==> src/rtl/crc8_pkg.sv <==
// Shared types and constants for the CRC-8 frame front end.
// CRC8_FRAME_AUGMENT_EN adds the zero-augmentation state to the FSM encoding.
package crc8_pkg;

  typedef enum logic [1:0] {
    ST_IDLE  = 2'd0,
    ST_SHIFT = 2'd1,
`ifdef CRC8_FRAME_AUGMENT_EN
    ST_AUG   = 2'd2,
`endif
    ST_DONE  = 2'd3
  } state_t;

  localparam logic [7:0] CRC8_POLY_MASK = 8'h69;
  localparam logic [7:0] CRC8_INIT      = 8'hFF;

  function automatic logic [7:0] crc8_step(input logic [7:0] c, input logic b);
    return {c[6:0], b} ^ (c[7] ? CRC8_POLY_MASK : 8'h00);
  endfunction

endpackage

==> src/rtl/crc8.sv <==
// Serial CRC-8 shifter: one message bit per enabled cycle, MSB of the register
// feeds back through the polynomial mask. Synchronous reset loads the init value.
module crc8
  import crc8_pkg::*;
(
  input  logic       clk,
  input  logic       rst,
  input  logic       shift,
  input  logic       crc_bit,
  output logic [7:0] result
);

  logic [7:0] crc_q;

  always_ff @(posedge clk) begin
    if (rst)
      crc_q <= CRC8_INIT;
    else if (shift)
      crc_q <= crc8_step(crc_q, crc_bit);
  end

  assign result = crc_q;

endmodule

==> src/rtl/crc8_frame_ctrl.sv <==
// Byte-stream front end that serialises framed bytes into the crc8 shifter.
// Define CRC8_FRAME_AUGMENT_EN to append eight zero bits after the last byte.
module crc8_frame_ctrl
  import crc8_pkg::*;
#(
  parameter int MSB_FIRST = 1
) (
  input  logic       clk,
  input  logic       rst,
  input  logic       s_valid,
  output logic       s_ready,
  input  logic [7:0] s_data,
  input  logic       s_last,
  input  logic       abort,
  output logic       crc_valid,
  input  logic       crc_ready,
  output logic [7:0] crc_data,
  output logic       busy
);

  state_t     state, state_nxt;
  logic [2:0] bit_cnt, bit_cnt_nxt;
  logic       waiting, waiting_nxt;
  logic [7:0] byte_q;
  logic       last_q;
  logic       load, frame_init, shift, crc_bit;
  logic [2:0] bit_idx;

  assign bit_idx = (MSB_FIRST != 0) ? (3'd7 - bit_cnt) : bit_cnt;

  always_ff @(posedge clk) begin
    if (rst) begin
      state   <= ST_IDLE;
      bit_cnt <= 3'd0;
      waiting <= 1'b0;
    end else begin
      state   <= state_nxt;
      bit_cnt <= bit_cnt_nxt;
      waiting <= waiting_nxt;
    end
  end

  // Byte holding register is pure data and is only written on acceptance.
  always_ff @(posedge clk) begin
    if (load) begin
      byte_q <= s_data;
      last_q <= s_last;
    end
  end

  always_comb begin
    state_nxt   = state;
    bit_cnt_nxt = bit_cnt;
    waiting_nxt = waiting;
    load        = 1'b0;
    frame_init  = 1'b0;
    shift       = 1'b0;
    crc_bit     = 1'b0;
    s_ready     = 1'b0;
    case (state)
      ST_IDLE: begin
        s_ready = 1'b1;
        if (s_valid) begin
          load        = 1'b1;
          frame_init  = 1'b1;
          bit_cnt_nxt = 3'd0;
          waiting_nxt = 1'b0;
          state_nxt   = ST_SHIFT;
        end
      end
      ST_SHIFT: begin
        if (waiting) begin
          s_ready = 1'b1;
          if (s_valid) begin
            load        = 1'b1;
            bit_cnt_nxt = 3'd0;
            waiting_nxt = 1'b0;
          end
        end else begin
          shift       = 1'b1;
          crc_bit     = byte_q[bit_idx];
          bit_cnt_nxt = bit_cnt + 3'd1;
          if (bit_cnt == 3'd7) begin
            if (last_q) begin
`ifdef CRC8_FRAME_AUGMENT_EN
              state_nxt = ST_AUG;
`else
              state_nxt = ST_DONE;
`endif
            end else begin
              s_ready = 1'b1;
              if (s_valid)
                load = 1'b1;
              else
                waiting_nxt = 1'b1;
            end
          end
        end
      end
`ifdef CRC8_FRAME_AUGMENT_EN
      ST_AUG: begin
        shift       = 1'b1;
        bit_cnt_nxt = bit_cnt + 3'd1;
        if (bit_cnt == 3'd7)
          state_nxt = ST_DONE;
      end
`endif
      ST_DONE: begin
        if (crc_ready)
          state_nxt = ST_IDLE;
      end
      default: state_nxt = ST_IDLE;
    endcase
    // Abort wins over any handshake seen in the same cycle.
    if (abort) begin
      state_nxt   = ST_IDLE;
      bit_cnt_nxt = 3'd0;
      waiting_nxt = 1'b0;
      load        = 1'b0;
      frame_init  = 1'b0;
      shift       = 1'b0;
      s_ready     = 1'b0;
    end
  end

  crc8 u_crc8 (
    .clk     (clk),
    .rst     (rst | frame_init),
    .shift   (shift),
    .crc_bit (crc_bit),
    .result  (crc_data)
  );

  assign crc_valid = (state == ST_DONE);
  assign busy      = (state != ST_IDLE);

endmodule

==> config.mk <==
export PLATFORM = sky130hd
export DESIGN_NAME = crc8_frame_ctrl
export DESIGN_NICKNAME = d
export VERILOG_FILES = /design/src/rtl/crc8_pkg.sv /design/src/rtl/crc8.sv /design/src/rtl/crc8_frame_ctrl.sv
export SDC_FILE = /design/constraint.sdc
export NUM_CORES = 1
export LEC_CHECK = 0
export ABC_AREA = 1
export CAP_MARGIN = 0
export CORE_UTILIZATION = 29
export CTS_CLUSTER_DIAMETER = 100
export DETAILED_ROUTE_END_ITERATION = 8
export PLACE_DENSITY = 0.59
export REMOVE_ABC_BUFFERS = 1
export SYNTH_ARGS = -nofsm -noshare
export SYNTH_HDL_FRONTEND = slang
export SYNTH_SLANG_ARGS = --single-unit
==> constraint.sdc <==
create_clock -name clk -period 3.9 [get_ports clk]
set_input_delay 0.39 -clock clk [delete_from_list [all_inputs] [get_ports clk]]
set_output_delay 0.39 -clock clk [all_outputs]
set_load 0.02 [all_outputs]
Yosys cells after proc, flatten, opt, wreduce, memory -nomap -nowiden
Index checks and enable logic that the tools add are counted.
- bits of input ports: 14
- flip-flop bits (word level): 23
- output and inout port bits: 11
- word-level logic and storage cells: 61
- bitwise gates (word level): 2
- reductions and logical operators: 6
- order comparisons: 1
- multiplexer cells: 36
- $add $sub $neg: 2
- eq/ne operators: 8
- operators with widths (kind ; count):
    two-way mux 1 bit ; 22
    two-way mux 2 bit ; 5
    inequality test 2 bit, second input constant ; 4
    bitwise XOR 8 bit ; 1
    two-way mux 7 bit ; 1
    two-way mux 3 bit ; 2
    one-hot mux 1 bit (2 select lines) ; 3
    one-hot mux 2 bit (3 select lines) ; 1
    one-hot mux 3 bit (2 select lines) ; 1
    AND reduction 5 bit ; 1
    less-than comparator 3 x 4 -> 1 bit, second input constant ; 1
    nonzero test 2 bit ; 2
    adder 3 x 1 -> 3 bit, second input constant ; 1
    binary-select mux 1 bit (select 3 bit) ; 1
    == test 3 bit, second input constant ; 1
    subtractor 3 bit, first input constant ; 1
    == test 2 x 1 -> 1 bit, second input constant ; 1
    == test 2 bit, second input constant ; 1
    zero test 2 bit ; 1
    inequality test 2 x 1 -> 1 bit, second input constant ; 1
    AND reduction 2 bit ; 1
    OR reduction 2 bit ; 1
    bitwise OR 1 bit ; 1

Longest topological paths before layout
Gate-level depths: netlist (run 1).
- word-level depth: 6
- mapped depth: 8
- gate-level depth less buffers: 8

By module
A second synthesis (run 1) with hierarchy kept.
- cells, all modules: 137
- area, all modules: 1061.0 um^2
- modules (own cells, without submodules) (module ; area an instance (um^2) ; instances ; seq. area each (um^2) ; cells an instance):
    crc8_frame_ctrl ; 724.4 ; 1 ; 390.4 ; 88
    crc8 ; 336.6 ; 1 ; 160.2 ; 49

Worst setup path after synthesis (run 1)
No wires, ideal clock.
- path type: register to register
- from: register bit_cnt[0]
- to: register byte_q[0] (enable)
- cell stages (with the launch flop): 7
- data arrival time: 1.473 ns
- path slack: 2.053 ns
- buffers on the path: 0
- path through: dfxtp_1 > ha_1 > ha_1 > inv_1 > o21ai_0 > o211ai_1 > nor2_1
- longest elaborated chain between the ends: 5
- RTL lines (item ; line ; source):
    from (decl) ; crc8_frame_ctrl.sv:22 ; logic [2:0] bit_cnt, bit_cnt_nxt;
    from (signal assigned) ; crc8_frame_ctrl.sv:38 ; bit_cnt <= bit_cnt_nxt;
    == test 3 bit ; crc8_frame_ctrl.sv:83 ; if (bit_cnt == 3'd7) begin
    two-way mux 1 bit ; crc8_frame_ctrl.sv:83 ;
    two-way mux 1 bit ; crc8_frame_ctrl.sv:72 ; if (waiting) begin
    one-hot mux 1 bit (2 select lines) ; crc8_frame_ctrl.sv:60 ; case (state)
    two-way mux 1 bit ; crc8_frame_ctrl.sv:115 ; if (abort) begin
    net load ; crc8_frame_ctrl.sv:26 ; logic load, frame_init, shift, crc_bit;
    to (signal assigned) ; crc8_frame_ctrl.sv:46 ; byte_q <= s_data;
    to (decl) ; crc8_frame_ctrl.sv:24 ; logic [7:0] byte_q;
The timed path passes the listed nets, and every way through them passes these cells.
A chain may end at the register's enable or synchronous reset.

Worst setup path after layout (run 1)
- from: register bit_cnt[0]
- to: output s_ready
- longest elaborated chain between the ends: 5
- RTL lines (item ; line ; source):
    == test 3 bit ; crc8_frame_ctrl.sv:83 ;
    two-way mux 1 bit ; crc8_frame_ctrl.sv:83 ;
    two-way mux 1 bit ; crc8_frame_ctrl.sv:72 ;
    one-hot mux 1 bit (2 select lines) ; crc8_frame_ctrl.sv:60 ;
    two-way mux 1 bit ; crc8_frame_ctrl.sv:115 ;
    to (decl) ; crc8_frame_ctrl.sv:11 ; output logic s_ready,
No other way between the ends.

==> results of run 1 <==
## power groups by stage
| stage | Sequential, W | Clock, W | Combinational (W) |
|---|---|---|---|
| detailed placement | 0.000270 | 0 | 0.0000579 |
| global route | 0.000266 | 0.000124 | 0.0000639 |
| floorplan | 0.000272 | 0 | 0.0000271 |
| global placement | 0.000270 | 0 | 0.0000576 |
| CTS | 0.000265 | 0.000114 | 0.0000582 |
| finish | 0.000264 | 0.000108 | 0.0000576 |
## final cells by class
cell class | count | area (um^2)
Timing Repair Buffer | 24 | 240.2
Inverter | 29 | 108.9
Sequential cell | 23 | 550.5
Clock buffer | 4 | 26.28
Multi-Input combinational cell | 73 | 374.1
Tap cell | 46 | 57.56
Fill cell | 347 | 2032
## registers in the layout (all words and copies together) (netlist names)
signal and cells:
state 2, byte_q 8, waiting 1, bit_cnt 3, last_q 1, u_crc8.result 8
## cell families (layout without fill, tap and decap cells)
kind of cell    Yosys count  in the layout
simple gates             49             49
compound gates           19             19
flops                    23             23
xor+xnor                  3              3
buf+inv                  31             57
fa+ha+maj                 2              2
## path summary, 6_finish.rpt
kind	startpoint	end	slack [ps]	cells after the start
setup / recovery	bit_cnt[0]	s_ready	1380	7
hold / removal	u_crc8.result[1]	u_crc8.result[2]	490	2
setup reg to reg	bit_cnt[0]	byte_q[6]	1820	6
hold reg to reg	u_crc8.result[1]	u_crc8.result[2]	490	2
## routing by layer
metal	part of all wire	vias up	global-route usage
li1	-	453	-
met1	0.48	363	0.1167
met2	0.45	21	0.1662
met3	0.051	2	0.03676
met4	0.010	0	0.02616
met5	0	-	0
## critical path: stages (launching register included)
cell and delay [ps]:
dfxtp_1 460, ha_1 190, ha_1 150, inv_1 40
o21ai_0 190, o211ai_1 140, inv_1 70, clkdlybuf4s50_1 590
## Yosys cell counts
library cell,count
dfxtp_1,14
a31oi_1,2
nand3_1,14
o21ai_0,3
edfxtp_1,9
o21ai_1,3
a21oi_1,8
o21ai_2,1
o211ai_1,2
or2_2,1
nor2_1,4
ha_1,2
nand2_1,27
buf_6,1
nor2_4,1
inv_1,27
xnor2_1,3
nand2_2,2
clkbuf_1,1
inv_2,2
## metrics by stage
stage          utilization  hold slack, ps
2_1_floorplan            -           459.3
3_3_place_gp        0.3928           464.8
3_5_place_dp        0.3928           474.5
4_1_cts             0.4005           495.5
5_1_grt             0.4005           522.6
6_report            0.4005           493.4
## cell usage in the layout, fill, tap and decap left out
| cell type | count |
|---|---|
| dfxtp_1 | 14 |
| xnor2_1 | 3 |
| ha_1 | 2 |
| o21ai_1 | 3 |
| nand2_2 | 2 |
| o21ai_2 | 1 |
| a31oi_1 | 2 |
| inv_2 | 2 |
| nand3_1 | 14 |
| nor2_1 | 4 |
| nor2_4 | 1 |
| clkbuf_1 | 1 |
| edfxtp_1 | 9 |
| a21oi_1 | 8 |
| nand2_1 | 27 |
| or2_2 | 1 |
| o211ai_1 | 2 |
| clkdlybuf4s50_1 | 24 |
| inv_1 | 27 |
| o21ai_0 | 3 |
| clkbuf_4 | 3 |
==> run_results.csv, run 1 <==
group,metric,value,unit
run_status,status,"complete, no violations",
clock_tree,clkTransAtPathRegs,120,ps
power_and_ir_drop,combPwrFrac,0.134,
timing,hold_viol_final,0,
floorplanning,die_y,62.13,um
power_and_ir_drop,sw_frac_of_total,0.2386,
layout,num-nets-final,170,
global_routing,grt_max_degree,13,
floorplanning,fp.dieW,62.13,um
placement,gp_congestion,0.7414,
synthesis,synth_area_leader_cell,"dfxtp_1",
layout,area_growth,29.47,%
layout,drive_above_1_share,0.06536,
synthesis,synthMuxAreaShare,0,
power_and_ir_drop,intPower,0.0003270,W
timing,fin_ws,1376,ps
setup_path,crit_fanout,8,
setup_path,worstPathArrival,2130,ps
synthesis,synth_top_family_by_area,"simple AND/OR/NAND/NOR gates",
power_and_ir_drop,p_clk_frac,0.250,
clock_tree,cts_setup_buffers,0,
power_and_ir_drop,p_per_area,316.3,nW/um^2
timing,max_freq,0.3963,GHz
clock_tree,cts_root_buf,"clkbuf_4",
layout,fin_area,1358,um^2
clock_tree,ctsHoldBuffers,0,
timing,period_share,0.6471,
synthesis,syn_area,1049,um^2
global_routing,grtUsageTotal,0.09836,
synthesis,synth_xor_xnor_area_share,0.02506,
placement,pre_cts_ws,1699,ps
global_routing,grt_pass1_wl,3.049,mm
floorplanning,die_area,3860,um^2
global_routing,overflow,0,
placement,io_buffers,24,
clock_tree,ctsHtreeMaxLevel,1,
hold_path,min_path_type,"reg2reg",
floorplanning,fp.coreArea,3390,um^2
clock_tree,cts_sinks,23,
detailed_routing,postRouteAntennaNets,0,
timing,setup_viol,0,
global_routing,grt_pass1_vias,769,
floorplanning,io_pins,25,
setup_path,worst-setup-path-type,"reg2out",
power_and_ir_drop,p_seq_frac,0.616,
synthesis,postSynthCellCount,127,
synthesis,synth_compound_gate_area_share,0.1014,
timing,skew,0.7859,ps
timing,slew_headroom,0.5296,
detailed_routing,post_drt_wl_per_cell,8.915,um
synthesis,synthAdderAreaFrac,0.02387,
detailed_routing,drcViolationCount,0,
timing,worstMarginPinSlew,703.0,ps
synthesis,syn_area_per_cell,8.256,um^2
power_and_ir_drop,p_leak,0.5889,nW
synthesis,yosys_warnings,0,
synthesis,synth_seq_cells,23,
placement,placed_area,1331,um^2
setup_path,crit_path_end_kind,"primary output",
synthesis,synth_top_area_frac,0.2673,
synthesis,synth_area_leaders,"dfxtp_1 (27%), edfxtp_1 (26%), inv_1 (9.7%)",
timing,tns,0,ps
clock_tree,cts_buffers,3,
synthesis,synth-simple-area-share,0.2064,
clock_tree,tritoncts,"built",
layout,final_cells,199,
clock_tree,clockBufferDepth,2,
detailed_routing,dr.pass1.iters,4,
setup_path,cp_data_required_time,3510,ps
timing,slew_violations,0,
run,maxCapViolCount,0,
detailed_routing,drt_iter0_markers,19,
setup_path,cp-start-kind,"register",
clock_tree,clock_latency,300,ps
detailed_routing,vias_per_cell,4.216,
floorplanning,fp-row-count,21,
timing,rsz0062_at_grt,"no",
floorplanning,start_util,0.3093,
placement,dp_hpwl,1.420,mm
timing,final.min_clock_period,2524,ps
global_routing,antenna_found_initial,0,
detailed_routing,num_vias,839,
detailed_routing,wirelength,1.774,mm
layout,n_antenna_cell,0,
power_and_ir_drop,ir_drop,0.2214,mV
placement,dp_cells,195,
clock_tree,cts_resized,0,
power_and_ir_drop,p_sw,0.0001025,W
synthesis,ys_seq_area_frac,0.5251,
synthesis,yosysUniqueCellTypes,20,
power_and_ir_drop,p_total,0.0004295,W
Note: power is estimated with default switching activity, not from simulation.
==> run 2: changes to the inputs <==
--- a/config.mk
+++ b/config.mk
@@ -10,7 +10,7 @@
 export CORE_UTILIZATION = 29
 export CTS_CLUSTER_DIAMETER = 100
 export DETAILED_ROUTE_END_ITERATION = 8
-export PLACE_DENSITY = 0.59
+export PLACE_DENSITY = 0.61
 export REMOVE_ABC_BUFFERS = 1
 export SYNTH_ARGS = -nofsm -noshare
 export SYNTH_HDL_FRONTEND = slang
==> constraint.sdc (replaced) <==
create_clock -name clk -period 2.3 [get_ports clk]
set_input_delay 0.23 -clock clk [delete_from_list [all_inputs] [get_ports clk]]
set_output_delay 0.23 -clock clk [all_outputs]
set_load 0.02 [all_outputs]
==> run 2 against run 1 <==
Effect of this change:
- via count increased by 0.60%
- sequential power rose by 70%
- hold slack worse by 19 ps
- wire length up 3.4%
- flip-flop and latch count is the same
- largest power group unchanged
- critical path type unchanged
==> run_results.csv, run 2 (synthesized netlist as in run 1, its figures left out) <==
group,metric,value,unit
run_status,status,"complete, no violations",
setup_path,worstPathArrival,1790,ps
floorplanning,die_y,62.13,um
timing,final.min_clock_period,2021,ps
placement,placed_area,1339,um^2
clock_tree,clkTransAtPathRegs,110,ps
setup_path,critPathTopFamily,"buffers and inverters",
timing,max_freq,0.4948,GHz
detailed_routing,num_vias,844,
global_routing,overflow,0,
layout,area_growth,30.19,%
setup_path,worst-setup-path-type,"reg2out",
timing,period_share,0.8788,
placement,io_buffers,24,
power_and_ir_drop,p_total,0.0007281,W
setup_path,worstPathCellList,"ha_1, ha_1, inv_1, o21ai_0, o211ai_1, inv_1, dlygate4sd2_1",
global_routing,grt_pass1_wl,3.325,mm
placement,dp_hpwl,1.437,mm
floorplanning,io_pins,25,
clock_tree,cts_sinks,23,
setup_path,crit_buf_inv,3,
detailed_routing,drt_iter0_markers,40,
timing,rsz0062_at_grt,"no",
layout,num-nets-final,171,
detailed_routing,post_drt_wl_per_cell,9.170,um
layout,layout_common_cells,"inv_1 (27), nand2_1 (27), clkdlybuf4s50_1 (23)",
floorplanning,fp.coreArea,3390,um^2
detailed_routing,wirelength,1.834,mm
timing,setup_viol,0,
floorplanning,start_util,0.3093,
timing,slew_headroom,0.8126,
clock_tree,clock_latency,300,ps
global_routing,grtUsageTotal,0.1039,
setup_path,regToRegSetupSlack,620,ps
global_routing,antenna_found_initial,0,
detailed_routing,dr.pass1.iters,4,
layout,n_antenna_cell,0,
layout,fin_area,1365,um^2
detailed_routing,drcViolationCount,0,
layout,final_cells,200,
setup_path,cp-start-kind,"register",
power_and_ir_drop,p_per_area,533.4,nW/um^2
timing,worstMarginPinSlew,280.0,ps
clock_tree,tritoncts,"built",
global_routing,grt_max_degree,13,
setup_path,crit_fanout,5,
layout,postLayoutCoreUtil,0.4027,
clock_tree,clockBufferDepth,2,
clock_tree,cts_setup_buffers,0,
setup_path,crit_slowest_cell,"dfxtp_1",
detailed_routing,postRouteAntennaNets,0,
setup_path,slowest_delay,420,ps
placement,dp_cells,196,
floorplanning,fp.dieW,62.13,um
hold_path,min_path_type,"in2reg",
power_and_ir_drop,p_leak,0.5966,nW
clock_tree,cts_root_buf,"clkbuf_4",
timing,slew_violations,0,
clock_tree,cts_buffers,3,
global_routing,grt_pass1_vias,823,
run,maxCapViolCount,0,
setup_path,crit_path_end_kind,"primary output",
floorplanning,die_area,3860,um^2
clock_tree,ctsHtreeMaxLevel,1,
timing,skew,6.975,ps
floorplanning,fp-row-count,21,
setup_path,cp_data_required_time,2070,ps
placement,gp_congestion,0.7513,
layout,drive_above_1_share,0.07792,
detailed_routing,vias_per_cell,4.220,
power_and_ir_drop,ir_drop,0.3323,mV
timing,hold_viol_final,0,
layout,num-fill-cells,351,
timing,tns,0,ps
==> run 2: changes by cell type in the layout (fill, tap and decap cells not counted) <==
cell             change
buf_4                +1
clkdlybuf4s50_1      -1
dfxtp_1              -1
dfxtp_2              +1
dlygate4sd2_1        +1
==> run 2: repair_timing <==
action                     4_1_cts  5_1_grt
resized for setup                2        0
hold buffers                     0        0
hold endpoints to repair         0        0
setup endpoints to repair        1        0
==> run 2: metal layers <==
| metal | routed length [um] | vias to the layer above | GRT usage | part of all wire |
|---|---|---|---|---|
| li1 | - | 455 | - | - |
| met1 | 894 | 365 | 0.1273 | 0.49 |
| met2 | 819 | 22 | 0.1772 | 0.45 |
| met3 | 109 | 2 | 0.04228 | 0.059 |
| met4 | 11 | 0 | 0.008721 | 0.0060 |
| met5 | 0 | - | 0 | 0 |
==> run 2: layout make-up <==
type | instances | area [um^2] | area share
Sequential cell | 23 | 551.8 | 0.4042
Multi-Input combinational cell | 73 | 374.1 | 0.2741
Timing Repair Buffer | 25 | 246.5 | 0.1806
Inverter | 29 | 108.9 | 0.07974
Tap cell | 46 | 57.56 | 0.04216
Clock buffer | 4 | 26.28 | 0.01925
==> run 2: worst paths after layout <==
kind                                       start                to  cells past startpoint
worst max-delay path                  bit_cnt[1]           s_ready                      7
worst min-delay path                   s_data[2]         byte_q[2]                      1
worst max register to register        bit_cnt[1]         byte_q[6]                      7
worst min register to register  u_crc8.result[1]  u_crc8.result[2]                      2
==> run 2: power by group <==
part / internal [W] / switching (W) / total (W)
logic: 0.0000485 / 0.0000496 / 0.0000981
clock network: 0.0000676 / 0.000114 / 0.000182
registers: 0.000439 / 0.00000963 / 0.000448
total: 0.000555 / 0.000173 / 0.000728
==> run 2: stage by stage <==
stage,hold slack (ps),setup slack [ps]
after floorplan,328.9,453.0
after global placement,466.0,301.1
after detailed placement,482.1,286.3
after CTS,460.5,251.4
after global routing,454.1,58.52
final,474.9,278.8
